--- src/rtl/lsu_pkg.sv ---
// Shared types and helpers for the load/store unit: FSM state encoding,
// RISC-V load/store width codes and access-size decode.
package lsu_pkg;

  typedef enum logic [2:0] {
    ST_IDLE,
    ST_LOAD,
    ST_RMW_READ,
    ST_WRITE,
    ST_RESP
  } lsu_state_t;

  localparam logic [2:0] F3_LB  = 3'b000;
  localparam logic [2:0] F3_LH  = 3'b001;
  localparam logic [2:0] F3_LW  = 3'b010;
  localparam logic [2:0] F3_LD  = 3'b011;
  localparam logic [2:0] F3_LBU = 3'b100;
  localparam logic [2:0] F3_LHU = 3'b101;
  localparam logic [2:0] F3_LWU = 3'b110;

  // Access size in bytes; the low two bits of funct3 carry the width, so 111 is a doubleword.
  function automatic logic [3:0] size_bytes(input logic [2:0] funct3);
    case (funct3[1:0])
      2'b00:   size_bytes = 4'd1;
      2'b01:   size_bytes = 4'd2;
      2'b10:   size_bytes = 4'd4;
      default: size_bytes = 4'd8;
    endcase
  endfunction

  // Offset bits that must be zero for a naturally aligned access of this width.
  function automatic logic [2:0] size_mask(input logic [2:0] funct3);
    case (funct3[1:0])
      2'b00:   size_mask = 3'b000;
      2'b01:   size_mask = 3'b001;
      2'b10:   size_mask = 3'b011;
      default: size_mask = 3'b111;
    endcase
  endfunction

endpackage

--- src/rtl/lsu_align.sv ---
// Byte lane steering for the load/store unit: load extract with sign/zero
// extension, and the sub-doubleword store merge into a read doubleword.
// Purely combinational; the sequencing lives in lsu_mem_stage.
module lsu_align
  import lsu_pkg::*;
(
  input  logic [2:0]  offset,
  input  logic [2:0]  funct3,
  input  logic [63:0] dword,
  input  logic [63:0] wdata,
  output logic [63:0] load_data,
  output logic [63:0] store_data
);

  logic [63:0] rshift;
  logic [63:0] wshift;
  logic [3:0]  size;
  logic [7:0]  byte_en;

  // Bring the addressed byte down to lane 0 for loads, push store bytes up to their lane.
  assign rshift = dword >> {offset, 3'b000};
  assign wshift = wdata << {offset, 3'b000};
  assign size   = size_bytes(funct3);

  // Load result: keep the access width and extend per the unsigned bit of funct3.
  always_comb begin
    load_data = rshift;
    case (funct3)
      F3_LB:   load_data = {{56{rshift[7]}},  rshift[7:0]};
      F3_LH:   load_data = {{48{rshift[15]}}, rshift[15:0]};
      F3_LW:   load_data = {{32{rshift[31]}}, rshift[31:0]};
      F3_LD:   load_data = rshift;
      F3_LBU:  load_data = {56'd0, rshift[7:0]};
      F3_LHU:  load_data = {48'd0, rshift[15:0]};
      F3_LWU:  load_data = {32'd0, rshift[31:0]};
      default: load_data = rshift;
    endcase
  end

  // Store merge: each lane inside [offset, offset+size) takes new data, the rest keep the base.
  genvar gi;
  generate
    for (gi = 0; gi < 8; gi++) begin : g_byte
      assign byte_en[gi] = (4'(gi) >= {1'b0, offset}) &&
                           (4'(gi) < ({1'b0, offset} + size));
      assign store_data[8*gi +: 8] = byte_en[gi] ? wshift[8*gi +: 8] : dword[8*gi +: 8];
    end
  endgenerate

endmodule

--- src/rtl/lsu_mem_stage.sv ---
// MEM-stage load/store unit: accepts one load or store, sequences the
// doubleword-aligned memory accesses (read-modify-write for sb/sh/sw) and
// returns a one-cycle response. Every output comes from registers or state.
// Build option LSU_MISALIGN_TRAP_EN: when defined, misaligned accesses are
// flagged on resp_misaligned and skip memory; otherwise the offset is
// rounded down to natural alignment and resp_misaligned stays 0.
module lsu_mem_stage
  import lsu_pkg::*;
#(
  parameter int XLEN = 64
) (
  input  logic            clk,
  input  logic            reset,
  input  logic            req_valid,
  output logic            req_ready,
  input  logic            req_load,
  input  logic            req_store,
  input  logic [2:0]      req_funct3,
  input  logic [XLEN-1:0] req_addr,
  input  logic [XLEN-1:0] req_wdata,
  output logic            resp_valid,
  output logic [XLEN-1:0] resp_rdata,
  output logic            resp_misaligned,
  output logic [XLEN-1:0] mem_addr,
  output logic [XLEN-1:0] mem_wdata,
  output logic            mem_read,
  output logic            mem_write,
  input  logic [XLEN-1:0] mem_rdata
);

  lsu_state_t      state_reg, state_next;
  logic [XLEN-1:0] addr_reg;
  logic [XLEN-1:0] wdata_reg;
  logic [XLEN-1:0] data_reg;
  logic [2:0]      funct3_reg;
  logic            load_reg;
  logic            misaligned_reg;

  logic            accept;
  logic            req_misaligned;
  logic [2:0]      offset;
  logic [63:0]     load_data;
  logic [63:0]     store_data;

  assign accept = req_valid && (state_reg == ST_IDLE);

`ifdef LSU_MISALIGN_TRAP_EN
  assign req_misaligned = (req_load || req_store) &&
                          ((req_addr[2:0] & size_mask(req_funct3)) != 3'b000);
`else
  assign req_misaligned = 1'b0;
`endif

  // Misaligned requests never reach memory when trapping, so rounding down is
  // harmless there and gives natural alignment in the non-trapping build.
  assign offset = addr_reg[2:0] & ~size_mask(funct3_reg);

  lsu_align u_align (
    .offset     (offset),
    .funct3     (funct3_reg),
    .dword      (data_reg),
    .wdata      (wdata_reg),
    .load_data  (load_data),
    .store_data (store_data)
  );

  // State register; reset abandons any access in flight.
  always_ff @(posedge clk or posedge reset) begin
    if (reset) begin
      state_reg <= ST_IDLE;
    end else begin
      state_reg <= state_next;
    end
  end

  // Next-state and state-decoded strobes.
  always_comb begin
    state_next = state_reg;
    req_ready  = 1'b0;
    mem_read   = 1'b0;
    mem_write  = 1'b0;
    resp_valid = 1'b0;
    case (state_reg)
      ST_IDLE: begin
        req_ready = 1'b1;
        if (req_valid) begin
          if (req_misaligned || !(req_load || req_store)) begin
            state_next = ST_RESP;
          end else if (req_store) begin
            state_next = (size_bytes(req_funct3) == 4'd8) ? ST_WRITE : ST_RMW_READ;
          end else begin
            state_next = ST_LOAD;
          end
        end
      end
      ST_LOAD: begin
        mem_read   = 1'b1;
        state_next = ST_RESP;
      end
      ST_RMW_READ: begin
        mem_read   = 1'b1;
        state_next = ST_WRITE;
      end
      ST_WRITE: begin
        mem_write  = 1'b1;
        state_next = ST_RESP;
      end
      ST_RESP: begin
        resp_valid = 1'b1;
        state_next = ST_IDLE;
      end
      default: state_next = ST_IDLE;
    endcase
  end

  // Request capture on accept and memory data capture during read cycles.
  always_ff @(posedge clk or posedge reset) begin
    if (reset) begin
      addr_reg       <= '0;
      wdata_reg      <= '0;
      data_reg       <= '0;
      funct3_reg     <= 3'b000;
      load_reg       <= 1'b0;
      misaligned_reg <= 1'b0;
    end else begin
      if (accept) begin
        addr_reg       <= req_addr;
        wdata_reg      <= req_wdata;
        funct3_reg     <= req_funct3;
        load_reg       <= req_load && !req_store;
        misaligned_reg <= req_misaligned;
      end
      if (state_reg == ST_LOAD || state_reg == ST_RMW_READ) begin
        data_reg <= mem_rdata;
      end
    end
  end

  assign mem_addr        = {addr_reg[XLEN-1:3], 3'b000};
  assign mem_wdata       = (state_reg == ST_WRITE) ? store_data : '0;
  assign resp_rdata      = (state_reg == ST_RESP && load_reg && !misaligned_reg) ? load_data : '0;
  assign resp_misaligned = (state_reg == ST_RESP) && misaligned_reg;

endmodule
--- config.mk ---
export PLATFORM = sky130hd
export DESIGN_NAME = lsu_mem_stage
export DESIGN_NICKNAME = d
export VERILOG_FILES = /design/src/rtl/lsu_pkg.sv /design/src/rtl/lsu_align.sv /design/src/rtl/lsu_mem_stage.sv
export SDC_FILE = /design/constraint.sdc
export NUM_CORES = 1
export LEC_CHECK = 0
export ABC_CLOCK_PERIOD_IN_PS = 17300
export BUFFER_PORTS_ARGS = -buffer_cell sky130_fd_sc_hd__buf_2
export CORE_ASPECT_RATIO = 0.9
export CORE_UTILIZATION = 45
export DETAILED_ROUTE_END_ITERATION = 7
export PLACE_DENSITY = 0.79
export SETUP_SLACK_MARGIN = 0.1
export SYNTH_ARGS = -nofsm -noshare
export SYNTH_HDL_FRONTEND = slang
export SYNTH_SLANG_ARGS = --single-unit
--- constraint.sdc ---
create_clock -name clk -period 17.3 [get_ports clk]
set_clock_uncertainty 0.15 [all_clocks]
set_input_delay 1.73 -clock clk [delete_from_list [all_inputs] [get_ports clk]]
set_output_delay 1.73 -clock clk [all_outputs]
set_load 0.1 [all_outputs]
==> impl_metrics.csv, run 1 <==
group,metric,value,unit
outcome,outcome,"completed",
placed_design,dpl-instance-area,0.0138,mm²
layout,nFillCells,2437,
layout,final_common_cell,"buf_2",
sta,hold_viol,0,
hold_path,hold_class,"reg -> reg",
synth,ys.flop_type,"dfrtp_1",
layout,layout.nets,1720,
setup_path,rr_worst_depth,4,
setup_path,cp.arrival,4.95,ns
synth,syn_inst,1248,
drt,wl_per_cell,25.0,µm
setup_path,critPathLaunchType,"flip-flop",
placed_design,portBuffers,392,
clocking,cts_tree,"yes",
floorplan,die_area,0.0278,mm²
synth,synth_seq_cells,199,
global_route,antenna_found_initial,4,
layout,drive_gt1_frac,0.432,
floorplan,floorplan.die.height,158,µm
layout,final_cell_mix,"buf_2, nand2_1, mux2_2",
clocking,cts.clk_slew.worst_paths,0.08,ns
synth,syn_avg_cell_area,9.77,µm²
synth,synth_edf_count,0,
floorplan,dieWidth,176,µm
floorplan,start_util,0.463,
global_route,gr-total-overflow,0,
floorplan,fp-row-count,56,
setup_path,critPathSlowestCell,"a22oi_1",
setup_path,crit_start,"funct3_reg[0]$_DFFE_PP0P_",
synth,yosysSeqAreaShare,0.408,
sta,slew_viol_final,0,
global_route,grt_pass1_vias,10709,
clocking,cts.path.max_buffers,2,
run,maxCapViolCount,0,
drt,antenna_left,0,
sta,worst_slew_pin_slew,1.27,ns
placed_design,hpwl,35100,µm
setup_path,critPathCaptureType,"primary output",
setup_path,cpPeakStageDelay,0.95,ns
global_route,grt_max_degree,141,
floorplan,ios,397,
drt,num_vias,11321,
placed_design,gp_congestion,0.986,
drt,avgViaCountPerCell,6.03,
sta,slew_headroom,0.151,
global_route,grt_pass1_wl,67800,µm
layout,postLayoutCoreUtil,0.549,
clocking,cts_setup_buffers,0,
synth,synth_cell_types,61,
layout,finish.instance_area,0.0145,mm²
clocking,cts-htree-levels,4,
sta,min_period_over_period,0.395,
clocking,cts_resized,0,
floorplan,core_area,0.0263,mm²
setup_path,crit_chain,"or2_2 > clkinv_1 > ha_1 > fa_1 > xor2_1 > nand2_1 > a22oi_1 > o211ai_1 > o21ai_0 > buf_2",
clocking,worst_skew_pair.late_latency,0.45,ns
synth,async_reset_ff_frac,1.00,
clocking,cts_buffers,17,
setup_path,r2r-end,"wdata_reg[57]$_DFFE_PP0P_",
synth,yosys_warnings,0,
sta,setup_tns,0,ns
setup_path,timing.rr.start,"state_reg[0]$_DFFE_PP0P_",
drt,drt_first_pass_iters,8,
sta,setup_viol,0,
clocking,cts_hold_buf,0,
setup_path,crit_required,15.42,ns
layout,area_growth,18.5,%
setup_path,crit_fanout,21,
drt,drt_iter0_markers,1484,
synth,syn_area,0.0122,mm²
sta,rsz0062_at_grt,"no",
drt,remaining_drc_errors,0,
global_route,grt_use_total,0.336,
setup_path,reg2reg_slack,14.21,ns
setup_path,cp-endpoint,"mem_wdata[47]",
clocking,clock-root-buffer,"clkbuf_16",
sta,max_freq,0.146,GHz
drt,drt-total-wl,47000,µm
sta,period_minus_slack,6.83,ns
setup_path,crit_type,"reg -> out",
clocking,cts.sink_count,199,
[Yosys cell counts (all sizes together) (2+ instances only)]
library cell	instances	area, µm²
nand2	212	796
mux2	200	2250
dfrtp	199	4980
buf	99	683
a21oi	78	390
clkbuf	62	233
mux2i	61	611
nor2	52	195
o21ai	50	262
a22oi	32	245
o21a	29	219
nand3	21	105
a211oi	19	153
a31oi	16	115
and3	15	93.8
a32oi	9	86.3
inv	9	38.8
a222oi	8	80.1
o2111ai	8	70.1
o211ai	8	60.1
o221ai	7	61.3
a2111oi	6	71.3
and2	5	31.3
nand2b	4	25.0
nor3	4	20.0
a21o	3	22.5
ha	3	37.5
xnor2	3	26.3
clkinv	2	7.51
nand3b	2	15.0
nor2b	2	12.5
nor4	2	12.5
nor4b	2	32.5
or3b	2	17.5
xor2	2	17.5
[stage by stage]
stage / cells / worst slack [ns] / hold WS [ns]
6_report: 1879 / 10.47 / 0.361
2_1_floorplan: 1251 / 7.03 / 0.331
3_5_place_dp: 1845 / 11.10 / 0.339
4_1_cts: 1877 / 10.60 / 0.359
3_3_place_gp: 1845 / 11.24 / 0.335
5_1_grt: 1877 / 10.14 / 0.378
[cell type report]
class	count	area (µm²)	area share
Sequential cell	199	4980	0.345
Clock buffer	18	439	0.0304
Inverter	11	53.8	0.00372
Antenna cell	2	5.00	0.000346
Tap cell	348	435	0.0301
Timing Repair Buffer	407	2070	0.144
Multi-Input combinational cell	880	6290	0.435
Clock inverter	14	173	0.0119
[cell families after synthesis]
logic type | count (synthesis) | share of synthesized area
fa+ha+maj | 4 | 0.00472
other cells | 1 | 0.000307
mux | 261 | 0.235
buf+inv | 172 | 0.0789
xor+xnor | 5 | 0.00359
simple gates | 329 | 0.116
flops | 199 | 0.408
compound gates | 277 | 0.153
[worst min path at each step]
stage	startpoint	endpoint	slack (ns)	cells after the start
floorplan	wdata_reg[63]$_DFFE_PP0P_	wdata_reg[63]$_DFFE_PP0P_	0.33	1
global placement	addr_reg[44]$_DFFE_PP0P_	addr_reg[44]$_DFFE_PP0P_	0.34	1
detailed placement	addr_reg[29]$_DFFE_PP0P_	addr_reg[29]$_DFFE_PP0P_	0.34	1
CTS	addr_reg[31]$_DFFE_PP0P_	addr_reg[31]$_DFFE_PP0P_	0.36	1
global route	addr_reg[44]$_DFFE_PP0P_	addr_reg[44]$_DFFE_PP0P_	0.38	1
finish	addr_reg[48]$_DFFE_PP0P_	addr_reg[48]$_DFFE_PP0P_	0.36	1
[metal layers]
metal  wire length [µm]  track usage
met3               4760       0.0845
met4               2080        0.163
met1              19000        0.434
met2              21200        0.525
met5                 27            0
[worst max-delay path: cells and delay by family, from the launching register on]
family	cells	cell delay [ns]
XOR/XNOR	1	0.43
AND/OR/NAND/NOR	2	0.36
adder cells (fa/ha/maj)	2	0.74
flip-flops	1	0.79
AO/OA/AOI/OAI	3	1.48
buffers and inverters	2	0.71
Power of run 1 is not shown: default switching activity piles up to over one toggle a cycle in this logic, so the estimate is an artifact.
==> run 2: changes to the inputs <==
- ABC_CLOCK_PERIOD_IN_PS: 17300 -> 6650
- clock period: 17.3 -> 6.65 ns (I/O delays scaled with it)
==> run 2 against run 1 <==
Sequential cell count unchanged. Setup slack worse by 9.7 ns. Critical path depth grew 2. Cell count is 0.16% lower. Worst hold slack got worse by 0.15 ns. Utilization increased by 3.5 points. Register-to-register slack worse by 9.9 ns. Wire length is 3.6% higher. Die area unchanged. Non-clock buffer count stayed put. Critical path type unchanged. Critical endpoint is now mem_wdata[26].
==> impl_metrics.csv, run 2 (synthesis results as in run 1) <==
group,metric,value,unit
setup_path,rr_worst_depth,4,
clocking,cts_buffers,17,
setup_path,cp.arrival,5.03,ns
sta,hold_viol,0,
layout,finish.instance_area,0.0154,mm²
setup_path,r2r-end,"data_reg[3]$_DFFE_PP0P_",
sta,period_minus_slack,5.84,ns
setup_path,crit_fanout,42,
clocking,clock-root-buffer,"clkbuf_16",
setup_path,crit_type,"reg -> out",
drt,avgViaCountPerCell,6.04,
hold_path,hold_class,"in -> async",
floorplan,dieWidth,176,µm
layout,area_growth,26.0,%
setup_path,critPathCaptureType,"primary output",
layout,final_cell_mix,"buf_2, nand2_1, mux2_2",
sta,slew_viol_final,0,
layout,final_common_cell,"buf_2",
placed_design,hpwl,36700,µm
global_route,antenna_found_initial,2,
clocking,cts_tree,"yes",
clocking,cts.path.max_buffers,2,
setup_path,cpMostUsedCell,"a21oi_1",
layout,seq_area,0.00498,mm²
drt,remaining_drc_errors,0,
sta,setup_tns,0,ns
global_route,gr-total-overflow,0,
global_route,grt_pass1_vias,10829,
layout,multi_input_area,0.00629,mm²
clocking,cts_hold_buf,0,
sta,slew_headroom,0.225,
floorplan,ios,397,
drt,wl_per_cell,26.0,µm
sta,worst_slew_pin_slew,1.16,ns
placed_design,portBuffers,392,
placed_design,dpl-instance-area,0.0148,mm²
drt,antenna_left,0,
clocking,cts.sink_count,199,
sta,setup_viol,0,
clocking,cts_setup_buffers,0,
setup_path,critPathSlowestCell,"a21oi_1",
layout,layout.nets,1720,
drt,drt_iter0_markers,1421,
setup_path,critPathLaunchType,"flip-flop",
setup_path,crit_required,5.83,ns
floorplan,core_area,0.0263,mm²
run,maxCapViolCount,0,
drt,num_vias,11338,
floorplan,die_area,0.0278,mm²
sta,min_period_over_period,0.879,
sta,rsz0062_at_grt,"no",
layout,nFillCells,2282,
floorplan,floorplan.die.height,158,µm
floorplan,start_util,0.463,
setup_path,timing.rr.start,"state_reg[0]$_DFFE_PP0P_",
setup_path,reg2reg_slack,4.32,ns
clocking,cts.clk_slew.worst_paths,0.08,ns
outcome,outcome,"completed",
placed_design,gp_congestion,1.00,
global_route,grt_pass1_wl,70400,µm
global_route,grt_use_total,0.350,
drt,drt_first_pass_iters,5,
layout,drive_gt1_frac,0.430,
global_route,grt_max_degree,137,
setup_path,crit_chain,"buf_4 > nand2b_1 > buf_4 > inv_2 > ha_1 > a21o_1 > a21oi_1 > xnor2_1 > a21oi_1 > nand2_1 > a21oi_1 > buf_12",
floorplan,fp-row-count,56,
clocking,worst_skew_pair.late_latency,0.44,ns
sta,max_freq,0.171,GHz
clocking,cts_resized,0,
setup_path,cpPeakStageDelay,1.02,ns
drt,drt-total-wl,48700,µm
clocking,cts-htree-levels,4,
==> run 2: area by class of cell <==
type                            count  area share
Antenna cell                        1    0.000163
Clock buffer                       17      0.0277
Clock inverter                     13     0.00887
Inverter                           11     0.00350
Multi-Input combinational cell    880       0.409
Sequential cell                   199       0.324
Tap cell                          348      0.0283
Timing Repair Buffer              407       0.198
==> run 2: per-layer routing <==
metal  global-route usage  part of all wire
met1                0.450              0.39
met2                0.551              0.46
met3               0.0896              0.10
met4                0.167             0.045
met5                    0           0.00027
==> run 2: through the flow <==
stage / setup WS (ns) / std cells / hold slack (ns) / util
floorplan: -1.20 / 1251 / 0.331 / -
global placement: 1.48 / 1845 / 0.335 / 0.562
detailed placement: 1.43 / 1845 / 0.340 / 0.562
CTS: 0.903 / 1875 / 0.278 / 0.583
global route: 0.533 / 1875 / 0.278 / 0.583
finish: 0.807 / 1876 / 0.214 / 0.583
==> run 2: critical path: cells and delay by family (launching register included) <==
family | cells | cell delay [ns]
AOI/OAI and AO/OA | 4 | 1.75
and+or+nand+nor | 2 | 0.30
buffers and inverters | 4 | 1.40
xor gates and xnor gates | 1 | 0.37
adders and majority gates | 1 | 0.40
DFF | 1 | 0.32
==> run 2: how the worst max path moves through the flow <==
stage                               from       endpoint  slack, ns
6_report       funct3_reg[1]$_DFFE_PP0P_  mem_wdata[26]       0.81
5_1_grt        funct3_reg[1]$_DFFE_PP0P_   mem_wdata[4]       0.53
4_1_cts        funct3_reg[1]$_DFFE_PP0P_   mem_wdata[4]       0.90
3_5_place_dp   funct3_reg[1]$_DFFE_PP0P_   mem_wdata[4]       1.43
3_3_place_gp   funct3_reg[1]$_DFFE_PP0P_  mem_wdata[24]       1.48
2_1_floorplan   state_reg[0]$_DFFE_PP0P_  resp_rdata[4]      -1.20
Power of run 2 is left out for the same reason.
==> run 3: changes to the inputs <==
- CORE_MARGIN: unset -> 2
- PLACE_DENSITY: 0.79 -> unset
- PLACE_DENSITY_LB_ADDON: unset -> 0.15
==> run 3 against run 2 <==
Count of clock-buffer cells in the layout unchanged. Maximum frequency down 4.1%. First-iteration DRC count decreased by 16%. Design area increased by 0.56%. Worst hold slack worse by 0.015 ns. Critical path depth is the same. Non-clock buffer count increased by 2. Setup slack worse by 0.25 ns. Sequential cell count is the same. Cell count grew 0.64%. Global-route usage is 1.6 points lower.
==> impl_metrics.csv, run 3 (synthesis results as in run 1) <==
group,metric,value,unit
outcome,outcome,"completed",
drt,drt_iter0_markers,1198,
drt,drt_first_pass_iters,6,
drt,wl_per_cell,25.2,µm
global_route,grt_max_degree,129,
layout,layout.nets,1722,
setup_path,critPathCaptureType,"primary output",
global_route,grt_pass1_vias,10908,
floorplan,floorplan.die.height,160,µm
placed_design,dpl-instance-area,0.0148,mm²
clocking,cts_hold_buf,0,
clocking,cts_tree,"yes",
sta,min_period_over_period,0.916,
setup_path,critPathSlowestCell,"xnor2_1",
floorplan,core_area,0.0268,mm²
global_route,gr-total-overflow,0,
layout,area_growth,26.7,%
clocking,cts.sink_count,199,
placed_design,place_ws,1.18,ns
clocking,cts-htree-levels,4,
clocking,cts.clk_slew.worst_paths,0.09,ns
sta,rsz0062_at_grt,"no",
floorplan,ios,397,
sta,slew_viol_final,0,
placed_design,hpwl,35400,µm
layout,final_common_cell,"buf_2",
layout,multi_input_area,0.00629,mm²
setup_path,critPathLaunchType,"flip-flop",
placed_design,portBuffers,392,
sta,max_freq,0.164,GHz
setup_path,cpPeakStageDelay,0.93,ns
placed_design,gp_congestion,0.962,
floorplan,dieWidth,178,µm
sta,worst_slew_pin_slew,1.22,ns
layout,final_cell_mix,"buf_2, nand2_1, mux2_2",
sta,slew_headroom,0.186,
setup_path,crit_family,"buffers and inverters",
setup_path,cp.arrival,5.28,ns
floorplan,fp-row-count,57,
setup_path,crit_type,"reg -> out",
clocking,worst_skew_pair.late_latency,0.46,ns
clocking,cts_resized,0,
global_route,grt_use_total,0.333,
sta,setup_ws,0.556,ns
global_route,antenna_found_initial,3,
sta,period_minus_slack,6.09,ns
setup_path,crit_required,5.83,ns
setup_path,reg2reg_slack,3.87,ns
setup_path,crit_fanout,39,
run,maxCapViolCount,0,
sta,hold_viol,0,
setup_path,crit_chain,"buf_4 > nand2_1 > buf_4 > nand2_1 > clkinv_1 > ha_1 > a21oi_1 > xnor2_1 > a31oi_1 > buf_4 > a211oi_1 > buf_12",
drt,antenna_left,0,
setup_path,cpMostUsedCell,"buf_4",
floorplan,die_area,0.0284,mm²
drt,num_vias,11180,
layout,drive_gt1_frac,0.432,
drt,remaining_drc_errors,0,
layout,finish.instance_area,0.0155,mm²
setup_path,crit_buf_inv,5,
global_route,grt_pass1_wl,69600,µm
clocking,cts_buffers,17,
clocking,clock-root-buffer,"clkbuf_16",
drt,avgViaCountPerCell,5.92,
layout,nFillCells,2412,
layout,seq_area,0.00498,mm²
clocking,cts.path.max_buffers,2,
floorplan,start_util,0.455,
clocking,cts_setup_buffers,0,
hold_path,hold_class,"in -> async",
drt,drt-total-wl,47500,µm
sta,setup_viol,0,
[run 3: cell types whose count changed in the layout (fill, tap and decap cells not counted), moves of 2 or more]
cell and delta:
inv_6 -2, inv_12 +3, diode_2 +2, clkinvlp_4 -2, buf_4 +3
[run 3: worst paths after layout]
kind,from,depth (start not counted),end
max in group asynchronous,reset,3,data_reg[8]$_DFFE_PP0P_
min,reset,2,addr_reg[43]$_DFFE_PP0P_
max reg2reg,state_reg[0]$_DFFE_PP0P_,3,wdata_reg[4]$_DFFE_PP0P_
max,funct3_reg[1]$_DFFE_PP0P_,12,mem_wdata[17]
min in group clk,req_addr[45],2,addr_reg[45]$_DFFE_PP0P_
min reg2reg,addr_reg[15]$_DFFE_PP0P_,1,addr_reg[15]$_DFFE_PP0P_
[run 3: layer usage]
| layer | vias to the layer above | track usage | wire length (µm) |
|---|---|---|---|
| li1 | 4949 | - | - |
| met1 | 5416 | 0.446 | 19300 |
| met2 | 720 | 0.516 | 21700 |
| met3 | 95 | 0.0898 | 5040 |
| met4 | 0 | 0.126 | 1500 |
| met5 | - | 0 | 0 |
[run 3: layout make-up]
class | instances | area share
Multi-Input combinational cell | 880 | 0.407
Sequential cell | 199 | 0.322
Timing Repair Buffer | 409 | 0.197
Tap cell | 354 | 0.0287
Clock buffer | 17 | 0.0275
Clock inverter | 15 | 0.0134
Inverter | 11 | 0.00348
Antenna cell | 3 | 0.000486
[run 3: metrics by stage]
step	util	hold WS (ns)	setup TNS [ns]	instances
floorplan	-	0.331	-6.34	1251
global placement	0.552	0.335	0	1852
detailed placement	0.553	0.340	0	1853
CTS	0.576	0.256	0	1885
global route	0.576	0.255	0	1887
finish	0.576	0.199	0	1888
Power of run 3 is left out for the same reason.
